===== config.mk =====
export PLATFORM = sky130hd
export DESIGN_NAME = muldiv_seq_flat
export DESIGN_NICKNAME = d
export VERILOG_FILES = /design/src/rtl/muldiv_pkg.sv /design/src/rtl/muldiv_if.sv /design/src/rtl/muldiv_sign_fix.sv /design/src/rtl/muldiv_seq.sv /design/src/flat_wrapper.sv
export SDC_FILE = /design/constraint.sdc
export NUM_CORES = 1
export LEC_CHECK = 0
export ABC_AREA = 1
export CORE_MARGIN = 4
export CORE_UTILIZATION = 45
export CTS_CLUSTER_DIAMETER = 150
export DETAILED_ROUTE_END_ITERATION = 10
export GPL_TIMING_DRIVEN = 0
export PLACE_DENSITY_LB_ADDON = 0.08
export SYNTH_ARGS = -nofsm -noshare
export SYNTH_HDL_FRONTEND = slang
export SYNTH_SLANG_ARGS = --single-unit

===== constraint.sdc =====
create_clock -name clk -period 2.3 [get_ports clk]
set_clock_uncertainty 0.1 [all_clocks]
set_input_delay 0.575 -clock clk [delete_from_list [all_inputs] [get_ports clk]]
set_output_delay 0.575 -clock clk [all_outputs]
set_load 0.05 [all_outputs]

===== src/rtl/muldiv_pkg.sv =====
// Shared types and constants for the sequential multiply/divide unit.
package muldiv_pkg;

    typedef enum logic [1:0] {
        IDLE = 2'd0,
        CALC = 2'd1,
        FIX  = 2'd2
    } state_t;

    localparam logic OP_MULT = 1'b0;
    localparam logic OP_DIV  = 1'b1;

    localparam int DEF_WIDTH = 32;
    localparam int DEF_CNT_W = 6;

endpackage


===== src/rtl/muldiv_if.sv =====
// Request/response bundle between the pipeline and muldiv_seq.
// MULDIV_DIVZERO_EXC_EN adds the dz divide-by-zero pulse.
interface muldiv_if import muldiv_pkg::*; #(parameter int WIDTH = DEF_WIDTH) ();

    logic             start;
    logic             op;
    logic             sign;
    logic [WIDTH-1:0] A;
    logic [WIDTH-1:0] B;
    logic             mthi;
    logic             mtlo;
    logic [WIDTH-1:0] wdata;
    logic [WIDTH-1:0] hi;
    logic [WIDTH-1:0] lo;
    logic             busy;
    logic             done;
`ifdef MULDIV_DIVZERO_EXC_EN
    logic             dz;

    modport master (output start, op, sign, A, B, mthi, mtlo, wdata,
                    input  hi, lo, busy, done, dz);
    modport slave  (input  start, op, sign, A, B, mthi, mtlo, wdata,
                    output hi, lo, busy, done, dz);
`else
    modport master (output start, op, sign, A, B, mthi, mtlo, wdata,
                    input  hi, lo, busy, done);
    modport slave  (input  start, op, sign, A, B, mthi, mtlo, wdata,
                    output hi, lo, busy, done);
`endif

endinterface


===== src/rtl/muldiv_sign_fix.sv =====
// Combinational sign handling: operand magnitudes on load, result negation on FIX.
module muldiv_sign_fix import muldiv_pkg::*; #(
    parameter int WIDTH = DEF_WIDTH
) (
    input  logic             i_sign,
    input  logic [WIDTH-1:0] i_a,
    input  logic [WIDTH-1:0] i_b,
    output logic [WIDTH-1:0] o_abs_a,
    output logic [WIDTH-1:0] o_abs_b,
    output logic             o_res_neg,
    output logic             o_rem_neg,
    input  logic             i_op,
    input  logic             i_fix_res_neg,
    input  logic             i_fix_rem_neg,
    input  logic [WIDTH-1:0] i_hi_mag,
    input  logic [WIDTH-1:0] i_lo_mag,
    output logic [WIDTH-1:0] o_hi,
    output logic [WIDTH-1:0] o_lo
);

    localparam logic [WIDTH-1:0]   ONE_W  = {{(WIDTH-1){1'b0}}, 1'b1};
    localparam logic [2*WIDTH-1:0] ONE_2W = {{(2*WIDTH-1){1'b0}}, 1'b1};

    function automatic logic [WIDTH-1:0] neg_w(input logic [WIDTH-1:0] v);
        return ~v + ONE_W;
    endfunction

    function automatic logic [2*WIDTH-1:0] neg_2w(input logic [2*WIDTH-1:0] v);
        return ~v + ONE_2W;
    endfunction

    logic [2*WIDTH-1:0] w_prod_neg;

    assign o_abs_a    = (i_sign && i_a[WIDTH-1]) ? neg_w(i_a) : i_a;
    assign o_abs_b    = (i_sign && i_b[WIDTH-1]) ? neg_w(i_b) : i_b;
    assign o_res_neg  = i_sign & (i_a[WIDTH-1] ^ i_b[WIDTH-1]);
    assign o_rem_neg  = i_sign & i_a[WIDTH-1];
    assign w_prod_neg = neg_2w({i_hi_mag, i_lo_mag});

    // Product negates as one 2*WIDTH value; quotient and remainder negate independently
    always_comb begin
        o_hi = i_hi_mag;
        o_lo = i_lo_mag;
        if (i_op == OP_MULT) begin
            if (i_fix_res_neg) begin
                o_hi = w_prod_neg[2*WIDTH-1:WIDTH];
                o_lo = w_prod_neg[WIDTH-1:0];
            end else begin
                o_hi = i_hi_mag;
                o_lo = i_lo_mag;
            end
        end else begin
            o_hi = i_fix_rem_neg ? neg_w(i_hi_mag) : i_hi_mag;
            o_lo = i_fix_res_neg ? neg_w(i_lo_mag) : i_lo_mag;
        end
    end

endmodule


===== src/rtl/muldiv_seq.sv =====
// Iterative multiply/divide unit owning HI/LO; one shift-add/subtract step per cycle.
// MULDIV_DIVZERO_EXC_EN: divide by zero skips CALC and pulses dz with done.
module muldiv_seq import muldiv_pkg::*; #(
    parameter int WIDTH = DEF_WIDTH,
    parameter int CNT_W = DEF_CNT_W
) (
    input  logic    clk,
    input  logic    reset,
    muldiv_if.slave bus
);

    state_t             r_state;
    state_t             w_state_nxt;
    logic [CNT_W-1:0]   r_cnt;
    logic [WIDTH-1:0]   r_rem;
    logic [WIDTH-1:0]   r_q;
    logic [WIDTH-1:0]   r_b;
    logic               r_op;
    logic               r_res_neg;
    logic               r_rem_neg;
    logic [WIDTH-1:0]   r_hi;
    logic [WIDTH-1:0]   r_lo;
    logic               r_busy;
    logic               r_done;

    logic               w_load;
    logic               w_step;
    logic               w_write;
    logic               w_idle;
    logic [WIDTH-1:0]   w_abs_a;
    logic [WIDTH-1:0]   w_abs_b;
    logic               w_res_neg;
    logic               w_rem_neg;
    logic [WIDTH-1:0]   w_fix_hi;
    logic [WIDTH-1:0]   w_fix_lo;
    logic [WIDTH:0]     w_msum;
    logic [WIDTH:0]     w_dshift;
    logic [WIDTH:0]     w_ddiff;
    logic               w_last;

`ifdef MULDIV_DIVZERO_EXC_EN
    logic               r_divz;
    logic               r_dz;
    logic               w_divz;

    assign w_divz = (bus.op == OP_DIV) && (bus.B == '0);
    assign bus.dz = r_dz;
`endif

    muldiv_sign_fix #(.WIDTH(WIDTH)) u_sign_fix (
        .i_sign        (bus.sign),
        .i_a           (bus.A),
        .i_b           (bus.B),
        .o_abs_a       (w_abs_a),
        .o_abs_b       (w_abs_b),
        .o_res_neg     (w_res_neg),
        .o_rem_neg     (w_rem_neg),
        .i_op          (r_op),
        .i_fix_res_neg (r_res_neg),
        .i_fix_rem_neg (r_rem_neg),
        .i_hi_mag      (r_rem),
        .i_lo_mag      (r_q),
        .o_hi          (w_fix_hi),
        .o_lo          (w_fix_lo)
    );

    // Multiply: {r_rem,r_q} is the product register, multiplier bits consumed from r_q[0]
    assign w_msum   = {1'b0, r_rem} + (r_q[0] ? {1'b0, r_b} : {(WIDTH+1){1'b0}});
    // Divide: restoring step, dividend bits shifted out of r_q as quotient bits shift in
    assign w_dshift = {r_rem, r_q[WIDTH-1]};
    assign w_ddiff  = w_dshift - {1'b0, r_b};
    assign w_last   = (r_cnt == CNT_W'(WIDTH - 1));

    // State register
    always_ff @(posedge clk) begin
        if (reset) begin
            r_state <= IDLE;
        end else begin
            r_state <= w_state_nxt;
        end
    end

    // Next-state logic
    always_comb begin
        w_state_nxt = r_state;
        case (r_state)
            IDLE: begin
                if (bus.start) begin
`ifdef MULDIV_DIVZERO_EXC_EN
                    w_state_nxt = w_divz ? FIX : CALC;
`else
                    w_state_nxt = CALC;
`endif
                end else begin
                    w_state_nxt = IDLE;
                end
            end
            CALC: begin
                if (w_last) begin
                    w_state_nxt = FIX;
                end else begin
                    w_state_nxt = CALC;
                end
            end
            FIX:     w_state_nxt = IDLE;
            default: w_state_nxt = IDLE;
        endcase
    end

    // Per-state datapath strobes
    always_comb begin
        w_idle  = (r_state == IDLE);
        w_load  = 1'b0;
        w_step  = (r_state == CALC);
        w_write = 1'b0;
        if (w_idle) begin
            w_load = bus.start;
        end else begin
            w_load = 1'b0;
        end
        if (r_state == FIX) begin
`ifdef MULDIV_DIVZERO_EXC_EN
            w_write = ~r_divz;
`else
            w_write = 1'b1;
`endif
        end else begin
            w_write = 1'b0;
        end
    end

    // Operand latch and iteration datapath
    always_ff @(posedge clk) begin
        if (reset) begin
            r_cnt     <= '0;
            r_rem     <= '0;
            r_q       <= '0;
            r_b       <= '0;
            r_op      <= OP_MULT;
            r_res_neg <= 1'b0;
            r_rem_neg <= 1'b0;
        end else if (w_load) begin
            r_cnt     <= '0;
            r_rem     <= '0;
            r_q       <= w_abs_a;
            r_b       <= w_abs_b;
            r_op      <= bus.op;
            r_res_neg <= w_res_neg;
            r_rem_neg <= w_rem_neg;
        end else if (w_step) begin
            r_cnt <= r_cnt + CNT_W'(1);
            if (r_op == OP_MULT) begin
                r_rem <= w_msum[WIDTH:1];
                r_q   <= {w_msum[0], r_q[WIDTH-1:1]};
            end else if (!w_ddiff[WIDTH]) begin
                r_rem <= w_ddiff[WIDTH-1:0];
                r_q   <= {r_q[WIDTH-2:0], 1'b1};
            end else begin
                r_rem <= w_dshift[WIDTH-1:0];
                r_q   <= {r_q[WIDTH-2:0], 1'b0};
            end
        end else begin
            r_cnt <= r_cnt;
        end
    end

    // HI/LO: op results in FIX, MTHI/MTLO only while idle
    always_ff @(posedge clk) begin
        if (reset) begin
            r_hi <= '0;
            r_lo <= '0;
        end else if (w_write) begin
            r_hi <= w_fix_hi;
            r_lo <= w_fix_lo;
        end else if (w_idle) begin
            r_hi <= bus.mthi ? bus.wdata : r_hi;
            r_lo <= bus.mtlo ? bus.wdata : r_lo;
        end else begin
            r_hi <= r_hi;
            r_lo <= r_lo;
        end
    end

    // Status outputs; done lands on the same edge as the HI/LO update
    always_ff @(posedge clk) begin
        if (reset) begin
            r_busy <= 1'b0;
            r_done <= 1'b0;
        end else begin
            r_busy <= (w_state_nxt != IDLE);
            r_done <= (r_state == FIX);
        end
    end

`ifdef MULDIV_DIVZERO_EXC_EN
    // Divide-by-zero flag follows the op through FIX
    always_ff @(posedge clk) begin
        if (reset) begin
            r_divz <= 1'b0;
            r_dz   <= 1'b0;
        end else begin
            r_divz <= w_load ? w_divz : r_divz;
            r_dz   <= (r_state == FIX) && r_divz;
        end
    end
`endif

    assign bus.hi   = r_hi;
    assign bus.lo   = r_lo;
    assign bus.busy = r_busy;
    assign bus.done = r_done;

endmodule


===== src/flat_wrapper.sv =====
// flat-port wrapper written by rule: the top's interface ports become plain ports
module muldiv_seq_flat import muldiv_pkg::*;
#(
    parameter int WIDTH = DEF_WIDTH,
    parameter int CNT_W = DEF_CNT_W
)
  (clk, reset, bus_start, bus_op, bus_sign, bus_A, bus_B, bus_mthi, bus_mtlo, bus_wdata, bus_hi, bus_lo, bus_busy, bus_done);
  muldiv_if #(.WIDTH(WIDTH)) bus_i ();
  input  logic clk;
  input  logic reset;
  input wire logic [$bits(bus_i.start)-1:0] bus_start;
  input wire logic [$bits(bus_i.op)-1:0] bus_op;
  input wire logic [$bits(bus_i.sign)-1:0] bus_sign;
  input wire logic [$bits(bus_i.A)-1:0] bus_A;
  input wire logic [$bits(bus_i.B)-1:0] bus_B;
  input wire logic [$bits(bus_i.mthi)-1:0] bus_mthi;
  input wire logic [$bits(bus_i.mtlo)-1:0] bus_mtlo;
  input wire logic [$bits(bus_i.wdata)-1:0] bus_wdata;
  output wire logic [$bits(bus_i.hi)-1:0] bus_hi;
  output wire logic [$bits(bus_i.lo)-1:0] bus_lo;
  output wire logic [$bits(bus_i.busy)-1:0] bus_busy;
  output wire logic [$bits(bus_i.done)-1:0] bus_done;
  assign bus_i.start = bus_start;
  assign bus_i.op = bus_op;
  assign bus_i.sign = bus_sign;
  assign bus_i.A = bus_A;
  assign bus_i.B = bus_B;
  assign bus_i.mthi = bus_mthi;
  assign bus_i.mtlo = bus_mtlo;
  assign bus_i.wdata = bus_wdata;
  assign bus_hi = bus_i.hi;
  assign bus_lo = bus_i.lo;
  assign bus_busy = bus_i.busy;
  assign bus_done = bus_i.done;
  muldiv_seq #(.WIDTH(WIDTH), .CNT_W(CNT_W)) u_core (.clk(clk), .reset(reset), .bus(bus_i));
endmodule

==> results.py <==
metrics = {
    "power": {
        "p_leak_nw": 11.48,
        "power_density_nw_per_um2": 570.7,
        "ir_drop_v": 0.0004762,
    },
    "worst_hold_path": {
        "hp-start": "u_core.r_cnt[4]",
        "hold_class": "flip-flop to flip-flop",
    },
    "cells_and_area": {
        "nets": 3538,
        "area_growth_pct": 37.41,
        "layout-drive-gt1-share": 0.2171,
        "utilization": 0.6255,
    },
    "worst_setup_path": {
        "r2r_slack_ns": -0.22,
        "r2r-start": "u_core.r_q[31]",
        "worst_setup_path_end_kind": "flip-flop",
        "path_buf_inv": 3,
        "endpoint": "u_core.r_rem[29]",
        "path_delay_family": "simple AND/OR/NAND/NOR gates",
        "rr_endpoint": "u_core.r_rem[29]",
        "start_kind": "flip-flop",
        "cp.arrival_ns": 2.82,
        "cp.depth": 19,
        "crit_required_ns": 2.60,
        "max_stage_delay_ns": 0.37,
        "crit_path_frequent_cell": "nand2_4",
        "r2r_cells": 19,
        "worst-path-max-fanout": 8,
        "path_class": "flip-flop to flip-flop",
        "crit_path_cell_trace": "inv_4 > ha_4 > fa_2 > inv_2 > nand3_2 > nand2_2 > nand2_2 > nand2_4 > nand2_4 > nand2_4 > nand2_4 > nand2_4 > nand2_8 > nand2_8 > buf_12 > nand2_2 > nand2_1 > nand2_1 > a21oi_2",
        "cpMaxStageDelayCell": "dfxtp_4",
        "startpoint": "u_core.r_q[31]",
    },
    "grt": {
        "grt_pass1_wl_um": 126300,
        "grt_pass1_vias": 20926,
        "grt_usage": 0.4031,
        "grt_start_max_net_pins": 18,
        "antenna_found_initial": 2,
        "grt_overflow": 0,
    },
    "route": {
        "drt_iter0_drc": 2276,
        "route.detailed.drc": 0,
        "postRouteAntennaNets": 0,
        "wl_um": 87740,
        "vias": 22492,
        "drt_pre_antenna_iters": 6,
        "viasPerCell": 5.785,
        "avgRoutedWirePerCell_um": 22.57,
    },
    "yosys": {
        "syn_inst": 3083,
        "synth.most_common_cell": "nand2_1",
        "synth-async-reset-ratio": 0,
        "synthesis.nets": 3257,
        "synth_warnings": 0,
        "synth_edf_count": 0,
        "synth_top_area_share": 0.2025,
        "synthTopCellsByCount": "888 x nand2_1, 491 x inv_1, 272 x o21ai_0, 265 x nand3_1, 256 x a21oi_1",
        "synth.area.top_cells": "dfxtp_1 20%, nand2_1 19%, inv_1 11%, o21ai_0 8.0%, nand3_1 7.8%",
        "synth_area_leader_cell": "dfxtp_1",
        "seq_area_frac_synth": 0.2025,
        "ys.flop_type": "dfxtp_1",
        "ys_seq_elements": 173,
        "syn_avg_cell_area_sq_um": 5.548,
        "syn_area_sq_um": 17110,
        "synth_cell_types": 48,
    },
    "timing": {
        "min_period_ns": 2.516,
        "final.period_utilization": 1.094,
        "setup_viol": 49,
        "setup_ws_ns": -0.2161,
        "worst_slew_pin_slew_ns": 1.016,
        "finalMaxSlewViolations": 0,
        "tns_ns": -6.581,
        "timing.hold.ws_ns": 0.3878,
        "rsz0062_at_grt": "true",
        "relSlewSlack": 0.3229,
        "finalHoldViolCount": 0,
        "max_freq_ghz": 0.3974,
    },
    "clock_tree": {
        "hold_buffers": 0,
        "clkSinkCount": 173,
        "clk_pin_slew_ns": 0.08,
        "insertion_delay_ns": 0.47,
        "cts_made_buffers": 17,
        "cts-root-buf": "clkbuf_16",
        "tritoncts": "yes",
        "cts_max_level": 4,
        "clockBufferDepth": 2,
    },
    "die": {
        "initial_core_util": 0.4552,
        "row_count": 71,
        "die_w_um": 203.0,
        "io_pins": 169,
        "die_h_um": 203.0,
        "die-area_sq_um": 41190,
        "core_area_sq_um": 37580,
    },
    "place": {
        "place_congestion": 1.085,
        "port_buffers": 167,
        "dpl.hpwl_um": 68640,
    },
    "status": {
        "status": "complete, but fails checks",
        "violations": "negative setup slack",
    },
    "job": {
        "max_cap_viol_count": 0,
    },
}
[worst min-delay path, delay by kind of cell, from the launching register on]
kind	cells	cell delay [ns]
flip-flops	1	0.32
buffers and inverters	1	0.07
AO/OA/AOI/OAI	1	0.06
[report_power, final]
| group | switching [mW] | internal (mW) | leakage, nW |
|---|---|---|---|
| clock | 1.47 | 1.64 | 0.287 |
| combinational | 4.39 | 2.32 | 9.73 |
| sequential | 0.349 | 3.23 | 1.46 |
[cells in the final DEF (no fill, tap or decap), drive strengths merged, types with 10 or more instances in the layout]
cell type	instances
nand3b	10
inv	510
a31oi	22
nand2	913
nor3	30
nand4	36
nor2	256
o21ai	291
xor2	28
dlygate4sd2	48
nand3	280
clkdlybuf4s50	103
o21bai	10
clkbuf	99
dfxtp	173
dlymetal6s2s	16
buf	119
ha	69
o22ai	17
a21oi	274
[layout make-up]
cell class | instances | area (sq um)
fillers | 3618 | 14070
multi-input cells | 2294 | 13630
well taps | 511 | 639.4
repair buffers | 262 | 2494
clock inverters | 14 | 178.9
flip-flops and latches | 173 | 3606
inverters | 510 | 1946
diodes | 1 | 2.502
clock buffers | 17 | 425.4
plain buffers | 106 | 586.8
[what timing repair did]
item / in CTS / in global routing
hold endpoints to repair: 0 / 0
pin swaps: 72 / 94
endpoints found under the setup margin: 171 / 145
resized for setup: 452 / 331
buffers inserted: 58 / 31
gates cloned: 4 / 2
[sequential cells by signal (all words and copies together) (netlist names), 2 cells and up]
signal	count
u_core.bus.hi	32
u_core.r_cnt	6
u_core.bus.lo	32
u_core.r_q	32
u_core.r_rem	32
u_core.r_state	2
u_core.r_b	32
[cells by family (layout without fill, tap and decap cells)]
logic type | after synthesis | after routing | synth area share
xor+xnor | 37 | 37 | 0.01895
fa+ha+maj | 71 | 71 | 0.05281
buf+inv | 616 | 909 | 0.1384
simple gates | 1547 | 1547 | 0.3861
other cells | 0 | 1 | 0
flops | 173 | 173 | 0.2025
compound gates | 639 | 639 | 0.2013
[per-layer routing]
metal,part of all wire,track usage,vias up
li1,-,-,10513
met1,0.37,0.4756,10368
met2,0.45,0.6550,1249
met3,0.085,0.07459,360
met4,0.092,0.2956,2
met5,0.00013,0,-
[per-stage QoR]
step	power (mW)	instances	setup slack (ns)	instance area [sq um]
floorplan	6.978	3083	0.001127	17130
finish	13.41	3888	-0.2161	23500
detailed placement	8.828	3761	-1.097	19440
CTS	12.61	3854	-0.1552	22080
global route	13.99	3887	-0.3006	23500
global placement	8.802	3761	-1.097	19440
[how the worst min path moves through the flow]
stage                 endpoint  cells past startpoint
2_1_floorplan  u_core.r_cnt[4]                      2
3_3_place_gp   u_core.r_cnt[4]                      2
3_5_place_dp   u_core.r_cnt[4]                      2
4_1_cts        u_core.r_cnt[4]                      2
5_1_grt        u_core.r_cnt[1]                      2
6_report       u_core.r_cnt[4]                      2
Note: power is estimated with default switching activity, not from simulation.
